`config.mk`:
```
export PLATFORM = sky130hd
export DESIGN_NAME = clock_divider
export DESIGN_NICKNAME = d
export VERILOG_FILES = /design/src/rtl/uart_pkg.sv /design/src/rtl/clock_divider.sv
export SDC_FILE = /design/constraint.sdc
export NUM_CORES = 1
export LEC_CHECK = 0
export CAP_MARGIN = 20
export CELL_PAD_IN_SITES_DETAIL_PLACEMENT = 0
export CELL_PAD_IN_SITES_GLOBAL_PLACEMENT = 1
export CORE_MARGIN = 5
export CORE_UTILIZATION = 42
export DETAILED_ROUTE_END_ITERATION = 6
export PLACE_DENSITY_LB_ADDON = 0.05
export SKIP_CTS_REPAIR_TIMING = 1
export SLEW_MARGIN = 20
export SYNTH_ARGS = -nofsm -noshare
export SYNTH_HDL_FRONTEND = slang
export SYNTH_SLANG_ARGS = --single-unit
export TNS_END_PERCENT = 10
```
`constraint.sdc`:
```
create_clock -name clk -period 1.8 [get_ports clk]
set_input_delay 0.36 -clock clk [delete_from_list [all_inputs] [get_ports clk]]
set_output_delay 0.36 -clock clk [all_outputs]
set_load 0.02 [all_outputs]
```
`src/rtl/uart_pkg.sv`:
```
// Shared UART constants: default input clock and baud rate, plus counter sizing helper.
package uart_pkg;

    localparam int unsigned CLK_FREQ_HZ_DEFAULT = 100_000_000;
    localparam int unsigned BAUD_RATE_DEFAULT   = 9600;

    // A counter spanning 0..half-1 still needs one bit when half is 1.
    function automatic int unsigned cnt_width(input int unsigned half);
        return (half <= 1) ? 1 : $clog2(half);
    endfunction

endpackage

```
`src/rtl/clock_divider.sv`:
```
// Divides clk down to a 50% duty div_clk of period 2*HALF cycles, with a one-cycle
// div_tick marking each div_clk rising edge.
module clock_divider
    import uart_pkg::*;
#(
    parameter int unsigned CLK_FREQ_HZ = CLK_FREQ_HZ_DEFAULT,
    parameter int unsigned BAUD_RATE   = BAUD_RATE_DEFAULT
) (
    input  logic clk,
    input  logic rst_l,
    output logic div_clk,
    output logic div_tick
);

    // Guard the division so a zero baud rate reaches the elaboration check below.
    localparam int unsigned DIV   = (BAUD_RATE == 0) ? 0 : CLK_FREQ_HZ / BAUD_RATE;
    localparam int unsigned HALF  = DIV / 2;
    localparam int unsigned CNT_W = cnt_width(HALF);
    localparam logic [CNT_W-1:0] LAST = CNT_W'(HALF - 1);

    generate
        if (BAUD_RATE == 0 || DIV < 2) begin : g_bad_params
            $error("clock_divider: BAUD_RATE must be nonzero and CLK_FREQ_HZ/BAUD_RATE >= 2");
        end
    endgenerate

    logic [CNT_W-1:0] cnt;
    logic             wrap;

    assign wrap = (cnt == LAST);

    // rst_l is active-high despite its name.
    always_ff @(posedge clk) begin
        if (rst_l) begin
            cnt      <= '0;
            div_clk  <= 1'b0;
            div_tick <= 1'b0;
        end else begin
            cnt      <= wrap ? '0 : cnt + CNT_W'(1);
            div_tick <= wrap & ~div_clk;
            if (wrap) begin
                div_clk <= ~div_clk;
            end
        end
    end

endmodule

```
* Yosys cells after proc, flatten, opt, wreduce, memory -nomap -nowiden
Cells that the tools add are included.
W data, S select, Z words.
** Cells by class
- Bitwise operators :: 2
- Add/subtract/negate cells :: 1
- Eq/ne operators :: 1
- Reduce and logical (&&, ||, !) cells :: 1
** Operator list (count)
- $add A13 B1 Y13 const B :: 1
- $eq A13 B13 Y1 const B :: 1
- $reduce_or A2 Y1 :: 1
- $and A1 B1 Y1 :: 1
- $not A1 Y1 :: 1
** Storage, ports and cells
- Logic and storage cells :: 8
- Output and inout bits :: 2
- Bits of input ports :: 2
- Flip-flop bits (word level) :: 15

* Longest topological paths before layout
- Depth in word-level cells :: 2
- Depth in mapped cells :: 4
- Depth with buffers taken out :: 4

* Worst setup path after synthesis
OpenSTA, ideal clock, no wires.
- Path kind :: register to register
- From :: reg cnt[7]
- To :: reg cnt[1]
- Clock period less this slack :: 1501 ps
- Data arrival time :: 1385 ps
- Cell stages (with the launch flop) :: 4
- Slack :: 299 ps
- Buffers on the path :: 0
- Required time :: 1685 ps
- Library setup time :: 115 ps
- Path through :: dfxtp_1 or4b_4 or3_1 and3_1
** Between the ends
- Cells in the longest elaborated chain, start to end :: 2
** RTL lines
- start, declared :: RTL line clock_divider.sv:27 : logic [CNT_W-1:0] cnt;
- start signal, assigned :: RTL line clock_divider.sv:39 : cnt <= wrap ? '0 : cnt + CNT_W'(1);
- $eq A13 B13 Y1 :: RTL line clock_divider.sv:30 : assign wrap = (cnt == LAST);
- $reduce_or A2 Y1 (no source line)
No other way between the ends.
A chain may end at the register's enable or synchronous reset.

* Final worst setup path
- From :: reg div_clk
- To :: out div_clk
** RTL lines
- start, declared :: RTL line clock_divider.sv:11 : output logic div_clk,
- start signal, assigned :: RTL line clock_divider.sv:42 : div_clk <= ~div_clk;
No word-level cell between the ends.

==> flow_summary_export.csv <==
group,metric,value,unit
outcome,status,"finished, final reports clean",
synth,avgSynthCellArea,9.473,µm²
cts,cts.clk_slew.worst_paths,0.10,ns
timing,holdWs,0.4582,ns
timing,worst_pin_slew,0.3195,ns
synth,ys_warn_count,0,
placement,io_buffers,3,
detailed_routing,via_count,553,
setup_path,worst-setup-path-type,"flip-flop to primary output",
setup_path,cp_top_family,"buffers and inverters",
timing,skew,0.01058,ns
synth,netlist_instances,70,
timing,setup_tns,0,ns
synth,async_reset_ff_share,0,%
synth,synth_edf_count,0,
floorplanning,die_h,49.74,µm
final_layout,final_cell_mix,"dfxtp_1 (15), a21oi_1 (8), nor2_1 (5)",
synth,synthFlopType,"dfxtp_1",
detailed_routing,drc,0,
pwr,switchingPower,0.1368,mW
pwr,power_density,751.0,mW/mm²
global_routing,grt_usage,11.71,%
cts,cts_max_level,1,
setup_path,crit_path_start_kind,"flip-flop",
floorplanning,rows,14,
detailed_routing,drt-vias-per-instance,5.821,
floorplanning,start_util,44.02,%
placement,pre_cts_ws,0.2402,ns
job,drv_cap,0,
detailed_routing,ant_nets,0,
setup_path,crit_path_cell_trace,"clkdlybuf4s50_1",
setup_path,critPathSlowestCell,"clkdlybuf4s50_1",
cts,cts_tree,"yes",
hold_path,worstHoldStart,"cnt[0]",
global_routing,first_global_vias,494,
cts,cts_sinks,15,
cts,cts_root_buffer,"clkbuf_4",
global_routing,antenna_found_initial,0,
setup_path,cp_num_buf_inv,1,
detailed_routing,dr.pass1.iters,5,
timing,finalSetupViolations,0,
timing,final_hold_viol_count,0,
setup_path,cp-startpoint,"div_clk",
synth,ys_top_cells_by_area,"dfxtp_1 (45%), a21oi_1 (6.0%), o31ai_1 (4.5%)",
setup_path,required,1.44,ns
detailed_routing,wl_per_cell,13.83,µm
synth,yosysSeqAreaShare,45.28,%
placement,placement.cell_area,730.7,µm²
detailed_routing,drtIter0Drc,7,
placement,dp_hpwl,933.4,µm
timing,rsz0062_at_grt,"false",
pwr,internal_power,0.4326,mW
hold_path,min_to,"cnt[0]",
global_routing,grt_overflow_total,0,
pwr,seqPwrFrac,60.3,%
detailed_routing,drt_wl_total,1314,µm
floorplanning,die_area,0.002474,mm²
timing,period_share,89.92,%
timing,max-slew-margin-rel,78.64,%
final_layout,diodes,0,
pwr,swShare,24.03,%
setup_path,reg2reg_slack,0.20,ns
cts,max-clock-path-buffers,2,
setup_path,crit-reg2reg-launch,"cnt[0]",
pwr,power.share.combinational,4.4,%
setup_path,r2r_cells,4,
floorplanning,num_io_pins,4,
setup_path,r2r-end,"cnt[1]",
pwr,p_leak,0.2353,nW
final_layout,seqCellArea,300.3,µm²
final_layout,post-route-cell-area,758.2,µm²
synth,synth_seq_cells,15,
final_layout,multi_input_area,354.1,µm²
pwr,ir_drop,0.4326,mV
timing,report.final.slew_viol_count,0,
floorplanning,fp.coreArea,0.001506,mm²
setup_path,end_kind,"primary output",
synth,synth_nets,73,
final_layout,final_common_cell,"dfxtp_1",
setup_path,arrival,1.26,ns
global_routing,grt_pass1_wl,2208,µm
floorplanning,die_w,49.74,µm
setup_path,cp.depth,1,
synth,synth_top_area_share,45.28,%
final_layout,layout-drive-gt1-share,15.19,%
final_layout,fillers,147,
final_layout,nNetsFinal,83,
timing,layout_setup_ws,0.1814,ns
placement,gp_congestion,0.7974,
pwr,clkPwrFrac,35.3,%
global_routing,grt_start_max_net_pins,13,
setup_path,slowest_delay,0.61,ns
hold_path,whs_path_depth,1,
timing,fin_crit,1.619,ns
hold_path,hold_class,"flip-flop to flip-flop",
cts,clock_latency,0.29,ns
timing,max_freq,617.8,MHz
synth,synth_cell_type_count,24,
final_layout,area_delta_synth_final,14.34,%
synth,yosysTopAreaCell,"dfxtp_1",
cts,cts_inserted_buffers,3,
synth,synth_area,663.1,µm²
setup_path,crit_fanout,3,
-- Yosys cell counts (2+ instances only) --
cell	instances
or3_1	4
a21oi_1	8
nand4_1	3
dfxtp_1	15
o31ai_1	4
nand2_1	4
o21ai_0	4
nand3_1	4
xor2_1	2
or4_1	4
nor2_1	5
-- routing by layer --
layer	routed length (µm)	global-route usage [%]	vias up
met3	52	5.422	2
met2	569	16.10	8
met4	16	5.240	0
li1	-	-	291
met1	676	15.36	252
met5	0	0	-
-- state kept, by name, indices dropped and copies added, names as in the netlist --
name      count
div_clk       1
div_tick      1
cnt          13
-- per-stage QoR --
step,power (mW),utilization (%),cells
finish,0.5694,50.33,95
global route,0.5976,50.33,95
CTS,0.5717,50.33,95
detailed placement,0.3751,48.50,91
global placement,0.3756,48.50,91
floorplan,0.3633,-,70
-- worst max-delay path by stage --
| stage | end | slack (ns) |
|---|---|---|
| after detailed placement | cnt[1] | 0.24 |
| after floorplan | cnt[1] | 0.30 |
| after CTS | div_clk | 0.18 |
| after global placement | cnt[1] | 0.24 |
| after global routing | cnt[1] | 0.1 |
| final | div_clk | 0.18 |
-- logic make-up (layout without fill, tap and decap cells) --
| logic type | count (synthesis) | count (layout) | synth area share (%) |
|---|---|---|---|
| compound gates | 19 | 19 | 19.43 |
| xor+xnor | 3 | 3 | 3.963 |
| fa+ha+maj | 1 | 1 | 1.886 |
| buf+inv | 2 | 11 | 1.319 |
| flops | 15 | 15 | 45.28 |
| simple gates | 30 | 30 | 28.11 |
-- power groups by stage --
stage	Clock (mW)	Combinational (mW)	Sequential, mW
floorplan	0	0.0142	0.349
global placement	0	0.0252	0.350
detailed placement	0	0.0247	0.350
CTS	0.204	0.0251	0.343
global route	0.226	0.0277	0.344
finish	0.201	0.0250	0.343
-- area by class of cell --
| cell class | count | area share (%) |
|---|---|---|
| clock inverter | 1 | 0.6601 |
| multi-input combinational | 53 | 46.70 |
| clock buffer | 3 | 2.970 |
| timing repair buffer | 6 | 6.931 |
| inverter | 1 | 0.4950 |
| sequential | 15 | 39.60 |
| tap | 16 | 2.640 |
(Power assumes the default switching activity.)
